--- src/rtl/burst_sweep_ctrl.sv ---
// burst_sweep_ctrl: interrupter and chirp sequencer for the DRSSTC reference
// generator. Gates the reference into on/off bursts and ramps the generator
// period parameter once per microsecond inside each burst, saturating at the
// parameter limits.
//
// Output handshake: param_load is a one-cycle strobe; in the cycle it is high,
// gen_param carries a new, valid value. There is no back-pressure; the
// generator must accept the value in that cycle.
module burst_sweep_ctrl #(
    parameter int CLK_MHZ    = 100,
    parameter int PARAM_MAX  = 255,
    parameter int ON_US_MAX  = 255,
    parameter int OFF_US_MAX = 65535,
    parameter int LEAD_CYC   = 4
) (
    input  logic                               clk,
    input  logic                               rst_n,
    input  logic                               en,
    input  logic                               kill,
    input  logic [$clog2(ON_US_MAX+1)-1:0]     on_us,
    input  logic [$clog2(OFF_US_MAX+1)-1:0]    off_us,
    input  logic [$clog2(PARAM_MAX+1)-1:0]     param_start,
    input  logic [$clog2(PARAM_MAX+1)-1:0]     param_step,
    input  logic                               sweep_dn,
    output logic [$clog2(PARAM_MAX+1)-1:0]     gen_param,
    output logic                               param_load,
    output logic                               gate,
    output logic                               burst_done,
    output logic                               busy,
    output logic [1:0]                         dbg_state
);

    localparam int W     = $clog2(PARAM_MAX + 1);
    localparam int ON_W  = $clog2(ON_US_MAX + 1);
    localparam int OFF_W = $clog2(OFF_US_MAX + 1);
    localparam int PS_W  = (CLK_MHZ > 1) ? $clog2(CLK_MHZ) : 1;
    // Prescaler times one microsecond; the us counter then spans the longest
    // window, so together they cover OFF_US_MAX*CLK_MHZ cycles.
    localparam int US_W  = (OFF_W > ON_W) ? OFF_W : ON_W;
    localparam int LD_W  = $clog2(LEAD_CYC + 1);

    typedef enum logic [1:0] {
        S_IDLE  = 2'd0,
        S_LEAD  = 2'd1,
        S_BURST = 2'd2,
        S_OFF   = 2'd3
    } state_t;

    state_t            state_q, state_d;
    logic [ON_W-1:0]   on_sh_q, on_sh_d;
    logic [OFF_W-1:0]  off_sh_q, off_sh_d;
    logic [W-1:0]      step_sh_q, step_sh_d;
    logic              dn_sh_q, dn_sh_d;
    logic [W-1:0]      gen_q, gen_d;
    logic              load_q, load_d;
    logic              gate_q, gate_d;
    logic              done_q, done_d;
    logic              busy_q, busy_d;
    logic [PS_W-1:0]   presc_q, presc_d;
    logic [US_W-1:0]   us_q, us_d;
    logic [LD_W-1:0]   lead_q, lead_d;

    logic              tick;
    logic              do_latch;
    logic [PS_W-1:0]   presc_next;
    logic [US_W-1:0]   us_inc;
    logic [W:0]        sum_w, dif_w;
    logic [W-1:0]      swept;

    // Next-state, counter and output computation for the burst sequencer.
    always_comb begin
        state_d   = state_q;
        on_sh_d   = on_sh_q;
        off_sh_d  = off_sh_q;
        step_sh_d = step_sh_q;
        dn_sh_d   = dn_sh_q;
        gen_d     = gen_q;
        load_d    = 1'b0;
        gate_d    = gate_q;
        done_d    = 1'b0;
        presc_d   = presc_q;
        us_d      = us_q;
        lead_d    = lead_q;
        do_latch  = 1'b0;

        tick       = (presc_q == PS_W'(CLK_MHZ - 1));
        presc_next = tick ? '0 : presc_q + PS_W'(1);
        us_inc     = us_q + US_W'(1);

        // Sweep arithmetic one bit wider than the parameter so that both
        // overflow and borrow are visible and clamp instead of wrapping.
        sum_w = {1'b0, gen_q} + {1'b0, step_sh_q};
        dif_w = {1'b0, gen_q} - {1'b0, step_sh_q};
        if (dn_sh_q) begin
            swept = dif_w[W] ? '0 : dif_w[W-1:0];
        end else begin
            swept = (sum_w > (W+1)'(PARAM_MAX)) ? W'(PARAM_MAX) : sum_w[W-1:0];
        end

        case (state_q)
            S_IDLE: begin
                if (en) do_latch = 1'b1;
            end
            S_LEAD: begin
                lead_d = lead_q + LD_W'(1);
                if (lead_q == LD_W'(LEAD_CYC - 1)) begin
                    presc_d = '0;
                    us_d    = '0;
                    if (on_sh_q == '0) begin
                        // Empty burst: skip straight to the gap, still flag it.
                        state_d = S_OFF;
                        done_d  = 1'b1;
                    end else begin
                        state_d = S_BURST;
                        gate_d  = 1'b1;
                    end
                end
            end
            S_BURST: begin
                presc_d = presc_next;
                if (tick) begin
                    us_d = us_inc;
                    if (us_inc == US_W'(on_sh_q)) begin
                        state_d = S_OFF;
                        gate_d  = 1'b0;
                        done_d  = 1'b1;
                        presc_d = '0;
                        us_d    = '0;
                    end else if (swept != gen_q) begin
                        // Saturated ramps stop strobing the generator.
                        gen_d  = swept;
                        load_d = 1'b1;
                    end
                end
            end
            S_OFF: begin
                presc_d = presc_next;
                if (off_sh_q == '0 || (tick && us_inc == US_W'(off_sh_q))) begin
                    presc_d = '0;
                    us_d    = '0;
                    if (en) do_latch = 1'b1;
                    else    state_d  = S_IDLE;
                end else if (tick) begin
                    us_d = us_inc;
                end
            end
            default: state_d = S_IDLE;
        endcase

        // Config is only captured here; later input changes are ignored.
        if (do_latch) begin
            on_sh_d   = on_us;
            off_sh_d  = off_us;
            step_sh_d = param_step;
            dn_sh_d   = sweep_dn;
            gen_d     = param_start;
            load_d    = 1'b1;
            lead_d    = '0;
            state_d   = S_LEAD;
        end

        // Abort overrides everything; gen_param deliberately keeps its value.
        if (kill) begin
            state_d = S_IDLE;
            gen_d   = gen_q;
            load_d  = 1'b0;
            gate_d  = 1'b0;
            done_d  = 1'b0;
            presc_d = '0;
            us_d    = '0;
            lead_d  = '0;
        end

        busy_d = (state_d != S_IDLE);
    end

    // All state and registered outputs, synchronous active-low reset.
    always_ff @(posedge clk) begin
        if (!rst_n) begin
            state_q   <= S_IDLE;
            on_sh_q   <= '0;
            off_sh_q  <= '0;
            step_sh_q <= '0;
            dn_sh_q   <= 1'b0;
            gen_q     <= '0;
            load_q    <= 1'b0;
            gate_q    <= 1'b0;
            done_q    <= 1'b0;
            busy_q    <= 1'b0;
            presc_q   <= '0;
            us_q      <= '0;
            lead_q    <= '0;
        end else begin
            state_q   <= state_d;
            on_sh_q   <= on_sh_d;
            off_sh_q  <= off_sh_d;
            step_sh_q <= step_sh_d;
            dn_sh_q   <= dn_sh_d;
            gen_q     <= gen_d;
            load_q    <= load_d;
            gate_q    <= gate_d;
            done_q    <= done_d;
            busy_q    <= busy_d;
            presc_q   <= presc_d;
            us_q      <= us_d;
            lead_q    <= lead_d;
        end
    end

    assign gen_param  = gen_q;
    assign param_load = load_q;
    assign gate       = gate_q;
    assign burst_done = done_q;
    assign busy       = busy_q;
    assign dbg_state  = state_q;

endmodule

--- config.mk ---
export PLATFORM = sky130hd
export DESIGN_NAME = burst_sweep_ctrl
export DESIGN_NICKNAME = d
export VERILOG_FILES = /design/src/rtl/burst_sweep_ctrl.sv
export SDC_FILE = /design/constraint.sdc
export NUM_CORES = 1
export LEC_CHECK = 0
export ABC_CLOCK_PERIOD_IN_PS = 8800
export CAP_MARGIN = 20
export CELL_PAD_IN_SITES_DETAIL_PLACEMENT = 2
export CELL_PAD_IN_SITES_GLOBAL_PLACEMENT = 2
export CORE_UTILIZATION = 37
export CTS_CLUSTER_DIAMETER = 30
export CTS_CLUSTER_SIZE = 14
export DETAILED_ROUTE_END_ITERATION = 8
export PLACE_DENSITY = 0.86
export SLEW_MARGIN = 40
export SYNTH_ARGS = -nofsm -noshare
export SYNTH_HDL_FRONTEND = slang
export SYNTH_SLANG_ARGS = --single-unit
--- constraint.sdc ---
create_clock -name clk -period 8.8 [get_ports clk]
set_clock_uncertainty 0.15 [all_clocks]
set_input_delay 2.2 -clock clk [delete_from_list [all_inputs] [get_ports clk]]
set_output_delay 2.2 -clock clk [all_outputs]
set_load 0.01 [all_outputs]
Word level (Yosys, flattened, before mapping)

Cells that the tools add are included.

Bits in registers: 73
Bits of input ports: 45
Output and inout bits: 14
Word-level logic and storage cells: 99

$add $sub $neg: 5
Order comparisons: 1
Equal/unequal tests: 14
Multiplexer cells: 47
Bitwise operators: 2
Reductions and logical operators: 17

Operators by type and width:

| operator                                                      | number |
|---|---|
| 2-to-1 mux 16 bit                                             | 5 |
| 2-to-1 mux 8 bit                                              | 8 |
| one-hot mux 16 bit (3 select lines)                           | 1 |
| 2-to-1 mux 7 bit                                              | 5 |
| one-hot mux 7 bit (3 select lines)                            | 1 |
| adder 16 x 1 -> 16 bit, second input constant                 | 1 |
| == test 16 bit                                                | 1 |
| == test 16 x 8 -> 1 bit                                       | 1 |
| logical NOT 16 bit                                            | 1 |
| 2-to-1 mux 1 bit                                              | 16 |
| 2-to-1 mux 2 bit                                              | 7 |
| != test 2 bit, second input constant                          | 5 |
| AND reduction 5 bit                                           | 2 |
| nonzero test 2 bit                                            | 5 |
| adder 8 x 8 -> 9 bit                                          | 1 |
| greater-than comparator 9 x 8 -> 1 bit, second input constant | 1 |
| subtractor 8 x 8 -> 9 bit                                     | 1 |
| logical NOT 8 bit                                             | 1 |
| != test 8 bit                                                 | 1 |
| adder 7 x 1 -> 7 bit, second input constant                   | 1 |
| == test 7 bit, second input constant                          | 1 |
| one-hot mux 1 bit (2 select lines)                            | 3 |
| one-hot mux 2 bit (3 select lines)                            | 1 |
| == test 2 bit, second input constant                          | 2 |
| 13 further kinds                                              | 14 |

Depth between registers and ports, before layout

Gate-level depths: netlist of the first run.

Depth in word-level cells: 10
Gate-level depth with buffers: 15

Worst setup path before layout of the first run

OpenSTA, ideal clock, no wires.

Path type: input to register
Start point: in en
End point: reg gen_q[2] (netlist: gen_param[2])
Arrival time: 3302 ps
Required time: 8532 ps
Slack: 5230 ps
Stages on the path: 5
Cell sequence: nor3b_1 > o31ai_4 > buf_6 > or3_2 > o2111a_1

Cells in the longest elaborated chain, start to end: 5

RTL lines:

| item                                                                 | RTL line | source |
|---|---|---|
| start, declared                                                      | 18       | `input logic en,` |
| 2-to-1 mux 1 bit *                                                   | 102, 141 |  |
| 2-to-1 mux 1 bit                                                     | 138      | `if (off_sh_q == '0 \|\| (tick && us_inc == US_W'(off_sh_q))) begin` |
| one-hot mux 1 bit (2 select lines) *                                 | 100      | `case (state_q)` |
| != test 2 bit (no line) / nonzero test 2 bit (equally long branches) | -        |  |
| AND reduction 5 bit (no line)                                        | -        |  |
| end signal, assigned                                                 | 199      | `gen_q <= gen_d;` |
| end, declared                                                        | 54       | `logic [W-1:0] gen_q, gen_d;` |

Mark *: on every way between the ends. The rest lies on a longest branch, timed or not.
A chain may end at the register's enable or synchronous reset.

Worst setup path after layout of the first run

Start point: reg us_q[0]
End point: reg us_q[2]

Cells in the longest elaborated chain, start to end: 6

RTL lines:

| item                                                                                        | RTL line | source |
|---|---|---|
| start, declared                                                                             | 60       | `logic [US_W-1:0] us_q, us_d;` |
| start signal, assigned                                                                      | 205      | `us_q <= us_d;` |
| adder 16 x 1 -> 16 bit *                                                                    | 88       | `us_inc = us_q + US_W'(1);` |
| == test 16 bit                                                                              | 138      |  |
| logical AND 1 bit                                                                           | 138      |  |
| logical OR 1 bit                                                                            | 138      |  |
| != test 3 bit (no line) / 2-to-1 mux 16 bit (equally long branches)                         | -        |  |
| AND reduction 4 bit (no line) / one-hot mux 16 bit (3 select lines) (equally long branches) | -        |  |

Mark *: on every way between the ends. The rest lies on a longest branch, timed or not. The select of a mux whose other input is x is not followed.

==> impl_metrics.csv, run 1 <==
group,metric,value,unit
yosys,ys.flop_type,"dfxtp_1",
yosys,synth_compound_area_share,20.3,%
floorplan,core,0.0147,mm²
floorplan,row_count,44,
floorplan,die_w,126,µm
worst_setup_path,ff2ff_setup_slack,4.25,ns
sta,fin_crit,4.55,ns
placed_design,port_buffers,58,
run_status,violations,"DRC",
cts,cts_tree,"done",
power_and_ir_drop,powerDensity,163,mW/mm²
sta,worst_slew_pin_slew,0.849,ns
yosys,synth.area.mux_share,7.14,%
drt,drt-pass1-iter-count,6,
hold_path,worstHoldStart,"gate",
hold_path,hold_path_depth,2,
power_and_ir_drop,peakVddDrop,0.0931,mV
drt,via_count,5599,
yosys,synth_simple_gate_area_share,28.6,%
cts,post_cts_resized,0,
floorplan,ios,59,
floorplan,initial_core_util,38.4,%
yosys,ys_seq_area_share,25.9,%
yosys,synth_adder_area_share,6.25,%
sta,rsz0062_at_grt,"false",
drt,drcViolationCount,5,
hold_path,holdPathEnd,"gate",
worst_setup_path,criticalPathCategory,"reg -> reg",
drt,ant_nets,0,
cts,cts_sinks,73,
sta,setup_viol_count_final,0,
sta,period_share,51.7,%
cts,clk_root_buffer_cell,"clkbuf_16",
yosys,synth_cell_types,84,
drt,via_per_inst,6.14,
global_routing,grt_first_pass_wirelength,33900,µm
yosys,synth_top_family_by_area,"simple AND/OR/NAND/NOR gates",
cells_and_area,fin_util,44.7,%
power_and_ir_drop,leakage,2.54,nW
worst_setup_path,cp-start-kind,"flop",
drt,drtIter0Drc,267,
cts,cts_max_path_buffers,2,
cells_and_area,final_nets,795,
floorplan,die_area,0.0158,mm²
run_status,outcome,"complete, but fails checks",
yosys,synth_seq_cells,73,
worst_setup_path,rr_startpoint,"us_q[0]",
cells_and_area,area_delta_synth_final,16.4,%
yosys,synth-xor-area-share,5.45,%
yosys,synth_nets,767,
drt,wl,21000,µm
yosys,yosysTopAreaCellShare,25.9,%
sta,max_freq,0.220,GHz
global_routing,antenna_found_initial,0,
yosys,yosys_warnings,0,
drt,wl_per_cell,23.1,µm
yosys,ys_async_sr_fraction,0,%
worst_setup_path,arrival,4.59,ns
yosys,syn_area,0.00565,mm²
sta,maxSlewHeadroom,43.4,%
flow_run,timing.max_cap.violations,0,
hold_path,hp-class,"reg -> reg",
yosys,yosysTopAreaCell,"dfxtp_1",
sta,tns,0,ns
cts,clkLatencyLatePin,0.35,ns
yosys,syn_inst,695,
cts,post_cts_buffers,0,
yosys,synth_area_leaders,"dfxtp_1 (26%), mux2i_1 (6.7%), ha_1 (5.5%)",
worst_setup_path,endpoint_kind,"flop",
yosys,postSynthAreaPerCell,8.12,µm²
placed_design,gp_congestion,0.918,
cts,clk_pin_slew_worst_paths,0.06,ns
floorplan,dieHeight,126,µm
global_routing,overflow,0,
sta,hold_violations,0,
sta,final_max_slew_viol_count,0,
sta,layout_setup_ws,4.25,ns
placed_design,dp_hpwl,15600,µm
placed_design,pre_cts_ws,3.80,ns
yosys,synth.most_common_cell,"dfxtp_1",
yosys,netlist_top_cells_count,"dfxtp_1 (73), nor2_1 (68), a21oi_1 (50)",
cts,cts_max_level,3,
global_routing,grt_start_max_net_pins,49,
power_and_ir_drop,finalPower,1.07,mW
yosys,synth_edf_count,0,
global_routing,grt_usage,27.5,%
worst_setup_path,r2r_cells,11,
cts,hold_buffers,0,
worst_setup_path,critical_path_required,8.85,ns
cells_and_area,drive_above_1_share,6.18,%
worst_setup_path,critPathMaxFanout,14,
cts,cts_buffers,9,
global_routing,grt_pass1_vias,6068,
cells_and_area,antenna_cells,0,
worst_setup_path,timing.rr.end,"us_q[2]",
state kept, by name (all words and copies together) (netlist names):
| signal | cells |
|---|---|
| us_q | 16 |
| off_sh_q | 16 |
| gate | 1 |
| burst_done | 1 |
| busy | 1 |
| presc_q | 7 |
| step_sh_q | 8 |
| on_sh_q | 8 |
| dn_sh_q | 1 |
| lead_q | 3 |
| dbg_state | 2 |
| gen_param | 8 |
| param_load | 1 |
stage by stage:
step	hold slack (ns)	instances	instance area (µm²)
finish	0.352	912	6570
global route	0.381	912	6570
CTS	0.347	912	6570
detailed placement	0.338	896	6220
global placement	0.321	896	6220
floorplan	0.301	695	5650
power breakdown:
| part | switching (mW) | internal (mW) | leakage, nW | total (mW) |
|---|---|---|---|---|
| logic | 0.138 | 0.120 | 1.77 | 0.258 |
| registers | 0.0296 | 0.347 | 0.595 | 0.377 |
| clock network | 0.150 | 0.286 | 0.167 | 0.437 |
| total | 0.318 | 0.753 | 2.54 | 1.07 |
cells by family after synthesis:
kind of cell | after synthesis
simple gates | 287
buf+inv | 72
mux | 40
fa+ha+maj | 27
compound gates | 164
flops | 73
xor+xnor | 32
cells in the final DEF (no fill, tap or decap), drive strengths merged, types with 23 or more instances in the layout:
cell | synthesis | layout
mux2i | 38 | 38
xnor2 | 23 | 23
a21oi | 50 | 50
o21ai | 29 | 29
nor2 | 71 | 71
ha | 25 | 25
dfxtp | 73 | 73
nand2 | 37 | 37
clkdlybuf4s50 | 0 | 58
nor2b | 45 | 45
inv | 28 | 29
layer usage:
| layer | vias up | wire length (µm) | global-route usage [%] |
|---|---|---|---|
| met5 | - | 0 | 0 |
| met4 | 0 | 476 | 8.68 |
| met3 | 40 | 734 | 5.52 |
| met2 | 126 | 10800 | 49.6 |
| met1 | 2846 | 9060 | 32.5 |
| li1 | 2587 | - | - |
cell type report:
type	instances	area [µm²]
fill	1635	8130
multi-input combinational	550	3830
sequential	73	1460
timing repair buffer	61	603
clock buffer	12	246
tap	184	230
inverter	28	105
clock inverter	4	98.8
worst max path at each step:
stage / startpoint / end / slack [ns]
after CTS: rst_n / presc_q[5] / 4.17
after global placement: rst_n / presc_q[3] / 4.15
after global routing: us_q[0] / us_q[2] / 4.03
after detailed placement: rst_n / presc_q[5] / 3.80
final: us_q[0] / us_q[2] / 4.25
after floorplan: en / gen_param[2] / 5.23
critical path, stage by stage (launching register included):
cell and delay (ns):
dfxtp_1 0.55, ha_1 0.35, and4_1 0.51, nand4_2 0.29
a311o_1 0.43, a211oi_1 0.36, and4_1 0.44, nor2_1 0.16
a41oi_2 0.73, nor2_1 0.11, o21ai_0 0.21, a21oi_1 0.10
Power figures use the tool's default switching activity.
==> run 2, diff against run 1 <==
- ABC_CLOCK_PERIOD_IN_PS: 8800 -> 4150
- CORE_UTILIZATION: 37 -> 31
- PLACE_DENSITY: 0.86 -> 0.77
- clock period: 8.8 -> 4.15 ns (I/O delays scaled with it)
==> impl_metrics.csv, run 2 (synthesized netlist as in run 1, its figures left out) <==
group,metric,value,unit
cts,clk_root_buffer_cell,"clkbuf_16",
global_routing,grt_usage,23.5,%
sta,fin_crit,3.90,ns
sta,layout_setup_ws,0.246,ns
hold_path,hp-class,"reg -> reg",
floorplan,die_w,137,µm
power_and_ir_drop,intPower,1.51,mW
sta,final_max_slew_viol_count,0,
floorplan,dieHeight,137,µm
floorplan,row_count,48,
cts,cts_max_level,3,
cts,post_cts_buffers,0,
drt,ant_nets,0,
cells_and_area,fin_util,38.6,%
cts,cts_max_path_buffers,2,
sta,hold_violations,0,
placed_design,pre_cts_ws,0.183,ns
sta,maxSlewHeadroom,45.5,%
global_routing,grt_pass1_vias,6139,
sta,rsz0062_at_grt,"false",
power_and_ir_drop,peakVddDrop,0.221,mV
cts,clkLatencyLatePin,0.35,ns
cells_and_area,area_delta_synth_final,20.1,%
cells_and_area,n_fill_cell,1989,
flow_run,timing.max_cap.violations,0,
cells_and_area,final_common_cell,"dfxtp_1",
power_and_ir_drop,p_sw_share,31.8,%
power_and_ir_drop,switching_power,704,µW
worst_setup_path,critPathMaxFanout,10,
floorplan,initial_core_util,32.2,%
drt,drcViolationCount,0,
floorplan,ios,59,
global_routing,antenna_found_initial,0,
run_status,outcome,"finished clean",
power_and_ir_drop,leakage,2.63,nW
drt,wl,20900,µm
drt,via_per_inst,5.70,
sta,max_freq,0.256,GHz
drt,drt-pass1-iter-count,4,
cells_and_area,most-common-layout-cells,"dfxtp_1 (73), nor2_1 (68), clkdlybuf4s50_1 (58)",
floorplan,die_area,0.0188,mm²
cts,post_cts_resized,0,
cells_and_area,drive_above_1_share,8.97,%
drt,via_count,5545,
sta,period_share,94.1,%
cells_and_area,largestRegisters,"off_sh_q: 16 flops, us_q: 16 flops",
cells_and_area,antenna_cells,0,
cts,cts_buffers,9,
cells_and_area,final_nets,814,
floorplan,core,0.0175,mm²
placed_design,gp_congestion,0.899,
power_and_ir_drop,finalPower,2.21,mW
worst_setup_path,criticalPathCategory,"reg -> reg",
sta,tns,0,ns
drt,drtIter0Drc,222,
sta,worst_slew_pin_slew,0.809,ns
worst_setup_path,arrival,4.00,ns
worst_setup_path,critical_path_required,4.24,ns
global_routing,grt_first_pass_wirelength,33500,µm
cts,clk_pin_slew_worst_paths,0.06,ns
worst_setup_path,cp-start-kind,"flop",
cts,hold_buffers,0,
cts,cts_sinks,73,
cts,cts_tree,"done",
global_routing,grt_start_max_net_pins,43,
power_and_ir_drop,clock_power_share,38.3,%
sta,setup_viol_count_final,0,
placed_design,port_buffers,58,
power_and_ir_drop,pwr-share-seq,35.6,%
drt,wl_per_cell,21.5,µm
global_routing,overflow,0,
power_and_ir_drop,powerDensity,326,mW/mm²
placed_design,dp_hpwl,16000,µm
power_and_ir_drop,combPwrFrac,26.1,%
sta,holdWs,0.346,ns
worst_setup_path,endpoint_kind,"flop",
[run 2: cell count changes in the layout (fill, tap and decap cells not counted), sizes merged]
cell      before  now
bufinv         3    1
clkbuf        12   11
buf            3   22
clkinvlp       0    2
clkinv         0    1
[run 2: path summary, 6_finish.rpt]
check | from | to | slack [ns] | depth (start not counted)
hold / removal | gate | gate | 0.35 | 2
hold reg to reg | gate | gate | 0.35 | 2
setup / recovery | us_q[1] | busy | 0.25 | 12
setup reg to reg | us_q[1] | busy | 0.25 | 12
[run 2: final cells by class]
class / count / area [µm²] / share of cell area, %
multi-input cells: 550 / 3830 / 56.5
flip-flops and latches: 73 / 1460 / 21.6
repair buffers: 80 / 783 / 11.6
well taps: 225 / 282 / 4.15
clock buffers: 11 / 253 / 3.73
inverters: 28 / 105 / 1.55
clock inverters: 5 / 62.6 / 0.923
[run 2: power groups by stage]
stage	Sequential, mW	Clock (mW)	Combinational (mW)
after floorplan	0.789	0	0.387
after CTS	0.788	0.861	0.582
after detailed placement	0.804	0	0.576
after global placement	0.799	0	0.552
final	0.787	0.847	0.577
after global routing	0.792	0.891	0.628
[run 2: stage by stage]
step                      instances  instance area, µm²
after global routing            972                6780
after global placement          956                6450
after detailed placement        956                6450
final                           972                6780
after CTS                       972                6770
after floorplan                 695                5650
[run 2: metal layers]
layer	share of wire (%)	track usage, %
met2	51	42.6
met4	2.6	9.46
met1	43	27.6
met5	0	0
met3	3.4	3.07
[run 2: worst max-delay path, cell delays in order (launching register included)]
cell       delay [ns]
dfxtp_1          0.42
ha_1             0.35
and4_2           0.43
nand2_1          0.17
xnor2_1          0.16
a2111oi_0        0.61
buf_4            0.21
and4_1           0.29
nor2_1           0.14
o41ai_1          0.38
a22o_1           0.21
nand2_1          0.06
o21a_1           0.21
==> run 3, diff against run 2 <==
- ABC_CLOCK_PERIOD_IN_PS: 4150 -> 3350
- clock period: 4.15 -> 3.35 ns (I/O delays scaled with it)
==> impl_metrics.csv, run 3 (synthesized netlist as in run 1, its figures left out) <==
group,metric,value,unit
flow_run,timing.max_cap.violations,0,
drt,wl_per_cell,28.4,µm
worst_setup_path,cp-start-kind,"flop",
cts,cts_buffers,9,
cts,clk_pin_slew_worst_paths,0.07,ns
cts,cts_max_path_buffers,2,
sta,period_share,110,%
hold_path,holdPathEnd,"lead_q[2]",
power_and_ir_drop,intPower,2.07,mW
sta,fin_crit,3.67,ns
cells_and_area,final-instance-count-excl-fill,1068,
power_and_ir_drop,peakVddDrop,0.265,mV
sta,setup_viol_count_final,9,
placed_design,gp_congestion,0.925,
power_and_ir_drop,p_sw_share,34.9,%
drt,drcViolationCount,0,
sta,hold_violations,0,
placed_design,dp_hpwl,17700,µm
cts,cts_sinks,73,
cells_and_area,most-common-layout-cells,"buf_4 (107), nor2_1 (68), dfxtp_1 (61)",
cells_and_area,final_common_cell,"buf_4",
worst_setup_path,critical_path_required,3.50,ns
power_and_ir_drop,powerDensity,398,mW/mm²
hold_path,worstHoldStart,"lead_q[2]",
cells_and_area,largestRegisters,"off_sh_q: 16 flops, us_q: 16 flops",
power_and_ir_drop,combPwrFrac,34.8,%
placed_design,placed_cells,1029,
sta,rsz0062_at_grt,"true",
cells_and_area,fin_util,45.5,%
run_status,violations,"setup timing",
placed_design,dpl-instance-area,0.00700,mm²
power_and_ir_drop,clock_power_share,34.3,%
global_routing,grt_first_pass_wirelength,42500,µm
drt,via_count,6498,
drt,via_per_inst,6.08,
floorplan,core,0.0175,mm²
cts,hold_buffers,0,
sta,maxSlewHeadroom,46.6,%
run_status,outcome,"complete, but fails checks",
global_routing,grt_usage,30.5,%
power_and_ir_drop,finalPower,3.18,mW
cells_and_area,fin_area,0.00798,mm²
cells_and_area,final_nets,909,
placed_design,port_buffers,58,
worst_setup_path,timing.rr.end,"gen_param[7]",
worst_setup_path,ff2ff_setup_slack,-0.32,ns
drt,drt-pass1-iter-count,5,
worst_setup_path,r2r_cells,14,
floorplan,die_area,0.0188,mm²
cells_and_area,area_delta_synth_final,41.4,%
cts,clkLatencyLatePin,0.36,ns
drt,ant_nets,0,
floorplan,ios,59,
floorplan,row_count,48,
power_and_ir_drop,leakage,3.19,nW
hold_path,hold_path_depth,2,
worst_setup_path,rr_startpoint,"step_sh_q[2]",
drt,drtIter0Drc,323,
global_routing,antenna_found_initial,1,
sta,final_max_slew_viol_count,0,
cts,cts_max_level,3,
floorplan,initial_core_util,32.2,%
hold_path,hp-class,"reg -> reg",
global_routing,grt_start_max_net_pins,41,
global_routing,grt_pass1_vias,7154,
sta,worst_slew_pin_slew,0.799,ns
drt,wl,30400,µm
worst_setup_path,endpoint_kind,"flop",
power_and_ir_drop,pwr-share-seq,30.8,%
power_and_ir_drop,switching_power,1.11,mW
floorplan,die_w,137,µm
worst_setup_path,arrival,3.82,ns
worst_setup_path,critPathMaxFanout,8,
cts,cts_tree,"done",
sta,layout_setup_ws,-0.321,ns
global_routing,overflow,0,
sta,max_freq,0.272,GHz
worst_setup_path,criticalPathCategory,"reg -> reg",
cells_and_area,n_fill_cell,1897,
floorplan,dieHeight,137,µm
cells_and_area,drive_above_1_share,27.4,%
cts,clk_root_buffer_cell,"clkbuf_16",
-- run 3: cell type report --
class                      instances  area, µm²  area share [%]
timing repair buffer             174       1520            19.0
tap                              225        282            3.53
clock inverter                     6       91.3            1.14
clock buffer                      10        229            2.87
antenna                            1       2.50          0.0313
sequential                        73       1480            18.6
multi-input combinational        551       4270            53.5
inverter                          28        105            1.32
-- run 3: through the flow --
stage	TNS, ns	setup WS, ns	hold slack, ns
after floorplan	0	0.0134	0.301
after global routing	-3.57	-0.394	0.383
after CTS	-0.0796	-0.0236	0.358
after global placement	-0.475	-0.0799	0.316
final	-2.53	-0.321	0.355
after detailed placement	-2.53	-0.326	0.345
-- run 3: worst max path at each step --
| stage | from | end | slack (ns) | cells after the start |
|---|---|---|---|---|
| 3_5_place_dp | gen_param[1] | gen_param[1] | -0.33 | 11 |
| 5_1_grt | gen_param[0] | gen_param[5] | -0.39 | 15 |
| 3_3_place_gp | gen_param[0] | gen_param[0] | -0.08 | 14 |
| 6_report | step_sh_q[2] | gen_param[7] | -0.32 | 14 |
| 2_1_floorplan | gen_param[0] | gen_param[0] | 0.01 | 14 |
| 4_1_cts | gen_param[0] | gen_param[1] | -0.02 | 13 |
-- run 3: timing repair --
| action | in CTS | in global routing |
|---|---|---|
| setup buffers | 11 | 10 |
| gates cloned | 1 | 0 |
| gates resized for setup | 51 | 57 |
| pin swaps | 29 | 27 |
| setup endpoints to repair | 66 | 70 |
-- run 3: power groups by stage --
stage / clock [mW] / sequential [mW] / combinational, mW
6_report: 1.09 / 0.981 / 1.11
5_1_grt: 1.14 / 0.983 / 1.14
4_1_cts: 1.09 / 0.972 / 0.925
3_5_place_dp: 0 / 0.988 / 0.798
3_3_place_gp: 0 / 0.984 / 0.753
2_1_floorplan: 0 / 0.977 / 0.479
-- run 3: critical path, cell delays in order (launching register included) --
cell      delay (ns)
dfxtp_1         0.37
inv_1           0.06
ha_1            0.30
buf_6           0.16
a21oi_2         0.15
a21oi_1         0.09
o21bai_4        0.21
xnor2_2         0.35
buf_4           0.20
and4_2          0.23
nor4_2          0.05
or4_4           0.58
or2_4           0.30
nand4b_4        0.16
o2111a_1        0.24
-- run 3: layer usage --
layer	wire [µm]	GRT usage (%)	part of all wire [%]	vias to the layer above
met3	1320	5.78	4.3	126
li1	-	-	-	2808
met1	11600	32.4	38	3295
met5	0	0	0	-
met2	15500	56.3	51	269
met4	1910	16.5	6.3	0
